## config.mk

```make
export PLATFORM = sky130hd
export DESIGN_NAME = fetch_queue
export DESIGN_NICKNAME = d
export VERILOG_FILES = /design/src/rtl/fetch_queue.sv
export SDC_FILE = /design/constraint.sdc
export NUM_CORES = 1
export LEC_CHECK = 0
export CAP_MARGIN = 0
export CORE_MARGIN = 1
export CORE_UTILIZATION = 28
export DETAILED_ROUTE_END_ITERATION = 16
export PLACE_DENSITY = 0.58
export SLEW_MARGIN = 20
export SYNTH_ARGS = -nofsm -noshare
export SYNTH_HDL_FRONTEND = slang
export SYNTH_SLANG_ARGS = --single-unit
```

## constraint.sdc

```tcl
create_clock -name Clk -period 6.6 [get_ports Clk]
set_clock_uncertainty 0.05 [all_clocks]
set_input_delay 0.99 -clock Clk [delete_from_list [all_inputs] [get_ports Clk]]
set_output_delay 0.99 -clock Clk [all_outputs]
set_load 0.01 [all_outputs]
```

## src/rtl/fetch_queue.sv

```systemverilog
// Four-entry instruction prefetch FIFO between fetch and the IF/ID register.
// Each entry carries {predicted-taken, PC+4, instruction}; Flush empties the queue in one cycle.
module fetch_queue #(
    parameter int DEPTH = 4,
    parameter int PTR_W = 2
) (
    input  logic            Clk,
    input  logic            Rst,
    input  logic            InValid,
    input  logic [31:0]     InPCPlus4,
    input  logic [31:0]     InInstruction,
    input  logic            InPredTaken,
    output logic            InReady,
    input  logic            Flush,
    input  logic            Stall,
    output logic            OutValid,
    output logic [31:0]     OutPCPlus4,
    output logic [31:0]     OutInstruction,
    output logic            OutPredTaken,
    output logic [PTR_W:0]  Count,
    output logic            Overflow
);

    localparam int ENTRY_W = 65;
    localparam logic [PTR_W:0]   FULL_COUNT = (PTR_W + 1)'(DEPTH);
    localparam logic [PTR_W:0]   COUNT_ONE  = (PTR_W + 1)'(1);
    localparam logic [PTR_W-1:0] PTR_ONE    = PTR_W'(1);

    logic [ENTRY_W-1:0] entries [DEPTH];
    logic [PTR_W-1:0]   wrPtr;
    logic [PTR_W-1:0]   rdPtr;
    logic [PTR_W:0]     occupancy;
    logic               overflowQ;
    logic               doPush;
    logic               doPop;
    logic [ENTRY_W-1:0] headEntry;

    // Handshake: a push happens on a clock edge where InValid && InReady and no Flush;
    // a pop happens where OutValid && !Stall and no Flush. InReady and OutValid depend
    // only on occupancy, so a full queue refuses a push even while it pops that cycle.
    assign InReady  = (occupancy != FULL_COUNT);
    assign OutValid = (occupancy != '0);
    assign doPush   = InValid && InReady && !Flush;
    assign doPop    = OutValid && !Stall && !Flush;

    // Empty queue presents a nop with zeroed side fields rather than stale storage.
    assign headEntry      = entries[rdPtr];
    assign OutInstruction = OutValid ? headEntry[31:0]  : 32'h0000_0000;
    assign OutPCPlus4     = OutValid ? headEntry[63:32] : 32'h0000_0000;
    assign OutPredTaken   = OutValid ? headEntry[64]    : 1'b0;

    assign Count    = occupancy;
    assign Overflow = overflowQ;

    always_ff @(posedge Clk) begin
        if (!Rst) begin
            wrPtr     <= '0;
            rdPtr     <= '0;
            occupancy <= '0;
            overflowQ <= 1'b0;
        end else if (Flush) begin
            wrPtr     <= '0;
            rdPtr     <= '0;
            occupancy <= '0;
            overflowQ <= 1'b0;
        end else begin
            overflowQ <= InValid && !InReady;
            if (doPush) begin
                wrPtr <= wrPtr + PTR_ONE;
            end
            if (doPop) begin
                rdPtr <= rdPtr + PTR_ONE;
            end
            case ({doPush, doPop})
                2'b10:   occupancy <= occupancy + COUNT_ONE;
                2'b01:   occupancy <= occupancy - COUNT_ONE;
                default: occupancy <= occupancy;
            endcase
        end
    end

    // Storage is never cleared; the occupancy count alone decides what is live.
    always_ff @(posedge Clk) begin
        if (doPush) begin
            entries[wrPtr] <= {InPredTaken, InPCPlus4, InInstruction};
        end
    end

endmodule

```

---- Word level (Yosys, flattened, before mapping) ----
Memory sizes are Yosys's and may differ from the RTL's. A register that Yosys moved wholly into a read port is not among the register bits.
Index checks and enable logic that the tools add are counted.
storage, ports and cells
  output and inout bits ................... 71
  latch bits .............................. 0
  memories kept ........................... 1
  logic and storage cells ................. 32
  ROM bits ................................ 0
  register bits ........................... 8
  bits in writable memories ............... 260
cells by class
  multipliers ............................. 0
  shifts and indexed selects .............. 0
  bitwise logic cells ..................... 1
  multiplexer cells ....................... 8
  add/sub/neg operators ................... 4
  order comparisons ....................... 0
  reduce and logical (&&, ||, !) cells .... 11
  div/mod/pow operators ................... 0
  equality and inequality tests ........... 3
memories
  memory   words  width  read ports  clocked after memory_dff  write ports  line  source
  entries  4      65     1           1                         1            29    logic [ENTRY_W-1:0] entries [DEPTH];
operator list
  kind                                                                    count
  32-bit two-way mux                                                      2
  3-bit one-hot mux with 2 select lines                                   1
  1-bit logical AND                                                       5
  2-bit by 1-bit adder with 2-bit output (second input constant)          2
  2-bit two-way mux                                                       2
  3-bit by 1-bit adder with 3-bit output (second input constant)          1
  1-bit zero test                                                         3
  1-bit two-way mux                                                       3
  3-bit != test (second input constant)                                   1
  3-bit nonzero test                                                      1
  3-bit by 1-bit subtractor with 3-bit output (second input constant)     1
  2-bit by 1-bit equality test with 1-bit output (second input constant)  1
  2-bit equality test (second input constant)                             1
  2-bit nonzero test                                                      1
  2-bit OR reduction                                                      1
  1-bit NOT                                                               1

---- Logic depth before layout (Yosys ltp) ----
Gate-level depths: netlist of run 1.
  depth in word-level cells ............... 5
  depth in mapped cells ................... 10

---- Worst setup path after synthesis of run 1 ----
No wires, ideal clock.
  path kind ............................... input-to-reg
  from .................................... input port InValid
  to ...................................... memory entries[0][0] (enable)
  library setup time ...................... 0.430 ns
  required time ........................... 6.120 ns
  stages .................................. 2
  arrival ................................. 2.886 ns
  path slack .............................. 3.233 ns
  cell sequence ........................... nor2b_1 -> and3_1
on the way
  cells in the longest elaborated chain, start to end .. 4
ends and longest elaborated chain
  item                                     line  source
  start, declared                          9     input logic InValid,
  1-bit logical AND (2 in a row)           43    assign doPush = InValid && InReady && !Flush;
  1-bit two-way mux                        84    if (doPush) begin
  1-bit two-way mux (implied by the code)  85    entries[wrPtr] <= {InPredTaken, InPCPlus4, InInstruction};
  end, declared                            29
No other way between the ends.

==> flow_summary_export.csv, run 1 <==
group,metric,value,unit
synthesis,synth_seq_area_share,77.5,%
critical_path,largest_stage_delay_worst_path,0.83,ns
power,netSwitchingPower,715,uW
global_routing,global_routing_usage_summed_across_all_routing_layers,11.2,%
critical_path,worstSetupPathType,"reg -> out",
synthesis,synth.cell_area,10300,um^2
final_layout,nNetsFinal,704,
power,clockPowerShare,43.1,%
clock_tree,cts.path.max_buffers,3,
synthesis,post_synth_inst_count,470,
synthesis,syn-mean-instance-area,22.0,um^2
clock_tree,h-tree-depth,1,
clock_tree,cts.repair.resized,0,
sta,tns,0,ns
critical_path,critical_path.max_fanout,35,
route,drt-vias-per-instance,4.47,
route,drt-pass1-iter-count,4,
power,power.share.switching,19.6,%
die,row_count,70,
die,io_pins,141,
synthesis,ys_ff_latch,270,
synthesis,yosys-top-cells-area,"edfxtp_1, mux4_2, and2_1, dfxtp_1, buf_6",
sta,achievable-frequency,0.237,GHz
synthesis,syn_nets,546,
route,drtAntennaViolNets,0,
sta,worst-slew-pin-transition,0.756,ns
outcome,run_status,"complete, no violations",
route,detailedRoute.firstIterationViolations,173,
critical_path,worstPathArrival,3.17,ns
final_layout,n_fill_cell,3417,
power,share_comb_of_total_power,4.4,%
clock_tree,clock_insertion_delay_worst_skew,0.55,ns
die,chipHeight,194,um
synthesis,post-synth-top-area-cell,"edfxtp_1",
global_routing,grt_first_pass_wirelength,32000,um
placement,place.gp.congestion,0.667,
final_layout,syn2layout_area_growth,27.9,%
power,static_leakage_power,4.10,nW
sta,hold_slack_final,0.430,ns
critical_path,cp_cell_sequence,"buf_4 > mux4_2 > and2_1 > clkdlybuf4s50_1",
global_routing,grt_remaining_overflow,0,
power,sequentialPowerShare,52.5,%
clock_tree,clkSinkCount,270,
route,detail_route.wirelength,20900,um
route,wl_per_cell,18.7,um
worst_hold_path,min_path_cells,2,
critical_path,critPathSlowestCell,"dfxtp_4",
critical_path,worst_r2r_path_depth,9,
clock_tree,hold_fix_buffers_at_cts,0,
route,dr_total_vias,4998,
synthesis,synth.yosys.warnings,0,
power,peakVddDrop,0.176,mV
sta,final-max-slew-violation-count,0,
critical_path,data_required_critical_path,5.56,ns
die,dieArea,37700,um^2
global_routing,grt_start_max_net_pins,66,
clock_tree,tritoncts,"built",
final_layout,share_of_layout_cells_above_drive_strength_1,18.8,%
die,chipWidth,194,um
global_routing,antenna_found_initial,0,
sta,setup_repair_after_global_routing_missed_its_margin,"no",
synthesis,yosysTopAreaCellShare,75.5,%
sta,hold_viol_final,0,
die,floorplan.initialDensity,28.4,%
clock_tree,cts_made_buffers,30,
global_routing,first_global_vias,5455,
flow_run,maxCapViolations,0,
critical_path,critical_path.endpoint_type,"primary output",
synthesis,synthDistinctLibCells,27,
clock_tree,cts.clk_slew.worst_paths,0.06,ns
sta,setup_viol_count_final,0,
sta,final_min_period_over_clock_period,63.8,%
power,p_int,2.92,mW
clock_tree,root_buffer,"clkbuf_16",
placement,post-dp-hpwl,11800,um
placement,port_buffers,140,
die,core-area,36400,um^2
worst_hold_path,min-delay-path-class,"reg -> reg",
clock_tree,post_cts.repair.setup_buffers,0,
critical_path,startpoint_type,"flop",
sta,period_minus_slack,4.21,ns
sta,maxSlewHeadroom,49.6,%
route,drc,0,
power,power_per_cell_area,275,nW/um^2
-- power by group through the flow --
stage                     Clock (mW)  Combinational (mW)  Sequential (mW)
after floorplan                    0              0.0612             1.95
after global placement             0               0.161             1.95
after detailed placement           0               0.163             1.95
after CTS                       1.62               0.164             1.91
after global routing            1.68               0.174             1.91
final                           1.57               0.159             1.91
-- critical path: cells and delay by family, from the launching register on --
family                 cells  cell delay [ns]
buffers and inverters      2             1.03
DFF                        1             0.83
muxes                      1             0.56
and+or+nand+nor            1             0.18
-- flip-flops by register name, summed over array words and instances (netlist names), named ones only --
register and count:
entries 260, Count 3, rdPtr 2, wrPtr 2
Overflow 1
-- stage by stage --
stage                     worst slack (ns)  utilization [%]  cells  power [mW]  instance area [um^2]
after floorplan                       3.23                -    470        2.01                 10300
after global placement                2.82             33.7   1063        2.11                 12300
after detailed placement              2.81             33.7   1063        2.11                 12300
after CTS                             2.19             36.2   1117        3.70                 13200
after global routing                  2.11             36.3   1118        3.77                 13200
final                                 2.39             36.3   1119        3.64                 13200
-- Yosys cell counts --
cell,number
nand2_1,3
clkbuf_1,8
buf_6,6
a21oi_1,4
o21ai_0,3
or3b_1,1
and3_1,4
edfxtp_1,260
nor3_1,1
nor3_2,1
nand2b_1,2
nor2_1,4
o211ai_1,1
ha_1,5
or3_1,2
and2_4,1
nand4_1,2
fa_1,1
or4_1,1
nor2b_1,2
and2_1,65
buf_2,8
inv_1,7
dfxtp_1,10
o31ai_2,1
xor2_1,2
mux4_2,65
-- kinds of logic (layout without fill, tap and decap cells) --
family | after synthesis | in the layout | share of synthesized area (%)
multiplexers | 65 | 65 | 14.2
XOR/XNOR | 2 | 2 | 0.169
adder cells (fa/ha/maj) | 6 | 6 | 0.799
buffers and inverters | 29 | 209 | 1.59
AO/OA/AOI/OAI | 9 | 9 | 0.532
flip-flops | 270 | 270 | 77.5
AND/OR/NAND/NOR | 89 | 89 | 5.30
other | 0 | 1 | 0
-- worst paths after layout --
| check | startpoint | endpoint | slack [ns] |
|---|---|---|---|
| max | flop | OutInstruction[12] | 2.39 |
| min | rdPtr[1]$_SDFFE_PP0P_ | flop | 0.43 |
| max reg2reg | Count[2]$_SDFFE_PP0P_ | Count[2]$_SDFFE_PP0P_ | 4.13 |
| min reg2reg | rdPtr[1]$_SDFFE_PP0P_ | flop | 0.43 |
-- routing by layer --
metal	wire length (um)	vias to the layer above	global-route usage (%)
li1	-	2222	-
met1	9210	2631	14.1
met2	10300	112	18.9
met3	1060	33	2.71
met4	403	0	3.73
met5	0	-	0
-- layout by cell type (no fill, tap or decap), drive strengths merged, types with 5 or more instances in the layout --
cell type and count:
clkdlybuf4s50 140, ha 5, mux4 65, clkinv 13, dfxtp 10, and2 66, inv 7, clkbuf 39
edfxtp 260, buf 8
-- layout make-up --
class	count	area, um^2	area share (%)
antenna	1	2.50	0.0189
clock inverter	15	124	0.937
sequential	270	8020	60.6
tap	468	586	4.43
clock buffer	39	806	6.10
multi-input combinational	171	2190	16.5
inverter	7	26.3	0.199
timing repair buffer	148	1470	11.1
Note: power is estimated with default switching activity, not from simulation.
==> run 2: changes to the inputs <==
==> constraint.sdc (replaced) <==
create_clock -name Clk -period 4.25 [get_ports Clk]
set_clock_uncertainty 0.05 [all_clocks]
set_input_delay 0.6375 -clock Clk [delete_from_list [all_inputs] [get_ports Clk]]
set_output_delay 0.6375 -clock Clk [all_outputs]
set_load 0.01 [all_outputs]
==> run 2 against run 1 <==
Compared with the run above: global-route usage increased by 0.27 points; sequential power up 55%; core utilization rose by 0.15 points; routed wire length increased by 1.9%; first-iteration DRC count is 59% higher; die area did not move; clock power grew 54%; critical endpoint is now OutInstruction[1].
==> flow_summary_export.csv, run 2 (synthesized netlist as in run 1, its figures left out) <==
group,metric,value,unit
outcome,run_status,"complete, no violations",
final_layout,mostFrequentLayoutCell,"edfxtp_1",
die,floorplan.initialDensity,28.4,%
clock_tree,hold_fix_buffers_at_cts,0,
final_layout,largest_reg_by_ff_count,"entries",
power,static_leakage_power,4.11,nW
clock_tree,h-tree-depth,1,
power,power.share.switching,19.6,%
final_layout,layout.cells.most_common_list,"edfxtp_1, clkdlybuf4s50_1, mux4_2, and2_1, clkbuf_16",
clock_tree,cts.path.max_buffers,3,
critical_path,largest_stage_delay_worst_path,0.62,ns
clock_tree,cts.clk_slew.worst_paths,0.06,ns
final_layout,nNetsFinal,704,
flow_run,maxCapViolations,0,
worst_hold_path,min_path_cells,2,
critical_path,critical_path.max_fanout,20,
clock_tree,clkSinkCount,270,
die,chipWidth,194,um
global_routing,grt_start_max_net_pins,49,
die,core-area,36400,um^2
power,netSwitchingPower,1.10,mW
global_routing,first_global_vias,5312,
critical_path,cp_cell_sequence,"buf_4 > mux4_2 > and2_1 > clkdlybuf4s50_1",
sta,maxSlewHeadroom,52.4,%
sta,period_minus_slack,3.44,ns
critical_path,data_required_critical_path,3.56,ns
power,power_per_cell_area,424,nW/um^2
power,sequentialPowerShare,52.7,%
clock_tree,cts_made_buffers,29,
sta,final_min_period_over_clock_period,80.9,%
sta,setup_viol_count_final,0,
critical_path,critical_path.endpoint_type,"primary output",
die,io_pins,141,
die,dieArea,37700,um^2
worst_hold_path,min-delay-path-class,"reg -> reg",
critical_path,startpoint_type,"flop",
clock_tree,clock_insertion_delay_worst_skew,0.53,ns
sta,tns,0,ns
final_layout,antennaDiodeCount,0,
sta,setup_repair_after_global_routing_missed_its_margin,"no",
sta,final-max-slew-violation-count,0,
global_routing,global_routing_usage_summed_across_all_routing_layers,11.5,%
critical_path,worstPathArrival,2.75,ns
final_layout,syn2layout_area_growth,28.4,%
clock_tree,cts.repair.resized,0,
critical_path,worst_r2r_path_depth,9,
route,detailedRoute.firstIterationViolations,275,
power,share_comb_of_total_power,4.6,%
sta,achievable-frequency,0.291,GHz
power,p_int,4.53,mW
route,detail_route.wirelength,21300,um
sta,worst-slew-pin-transition,0.712,ns
placement,place.gp.congestion,0.655,
critical_path,worstSetupPathType,"reg -> out",
route,drt-pass1-iter-count,4,
global_routing,grt_remaining_overflow,0,
die,chipHeight,194,um
route,drc,0,
critical_path,critPathSlowestCell,"dfxtp_4",
sta,hold_viol_final,0,
placement,post-dp-hpwl,13200,um
route,dr_total_vias,4826,
placement,port_buffers,140,
power,clockPowerShare,42.7,%
clock_tree,post_cts.repair.setup_buffers,0,
global_routing,antenna_found_initial,0,
final_layout,share_of_layout_cells_above_drive_strength_1,19.7,%
final_layout,final_core_util,36.4,%
final_layout,largest_register_ffs,260,
route,drt-vias-per-instance,4.32,
route,wl_per_cell,19.1,um
route,drtAntennaViolNets,0,
clock_tree,root_buffer,"clkbuf_16",
power,peakVddDrop,0.321,mV
global_routing,grt_first_pass_wirelength,32800,um
die,row_count,70,
clock_tree,tritoncts,"built",
[run 2: through the flow]
| step | power [mW] | hold WS (ns) | instances | worst slack [ns] | area [um^2] |
|---|---|---|---|---|---|
| 3_5_place_dp | 3.29 | 0.441 | 1065 | 1.26 | 12400 |
| 3_3_place_gp | 3.28 | 0.429 | 1065 | 1.29 | 12400 |
| 4_1_cts | 5.72 | 0.453 | 1118 | 0.694 | 13300 |
| 5_1_grt | 5.83 | 0.503 | 1118 | 0.588 | 13300 |
| 6_report | 5.63 | 0.443 | 1118 | 0.811 | 13300 |
| 2_1_floorplan | 3.12 | 0.409 | 470 | 1.24 | 10300 |
[run 2: final timing paths]
kind | from | endpoint | slack (ns)
max | flop | OutInstruction[1] | 0.81
min | rdPtr[1]$_SDFFE_PP0P_ | flop | 0.44
max reg2reg | Count[2]$_SDFFE_PP0P_ | Count[2]$_SDFFE_PP0P_ | 1.74
min reg2reg | rdPtr[1]$_SDFFE_PP0P_ | flop | 0.44
[run 2: area by class of cell]
class	instances	area (um^2)
Clock inverter	19	174
Timing Repair Buffer	149	1540
Fill cell	3375	23200
Tap cell	468	586
Multi-Input combinational cell	171	2190
Inverter	7	26.3
Clock buffer	34	744
Sequential cell	270	8020
[run 2: power by group through the flow]
stage / Combinational (mW) / Sequential, mW / Clock, mW
after floorplan: 0.0950 / 3.02 / 0
after global placement: 0.261 / 3.02 / 0
after detailed placement: 0.264 / 3.02 / 0
after CTS: 0.265 / 2.97 / 2.49
after global routing: 0.279 / 2.97 / 2.58
final: 0.257 / 2.97 / 2.41
[run 2: layer usage]
layer / track usage (%) / vias up / wire [um] / part of all wire (%)
met1: 15.1 / 2479 / 9400 / 44
met2: 19.0 / 100 / 10300 / 48
met4: 2.70 / 0 / 385 / 1.8
met5: 0 / - / 0 / 0
li1: - / 2216 / - / -
met3: 2.94 / 31 / 1220 / 5.7
[run 2: critical path: cells and delay by family, from the launching register on]
family / cells / cell delay [ns]
AND/OR/NAND/NOR: 1 / 0.17
multiplexers: 1 / 0.56
flip-flops: 1 / 0.62
buffers and inverters: 2 / 0.85
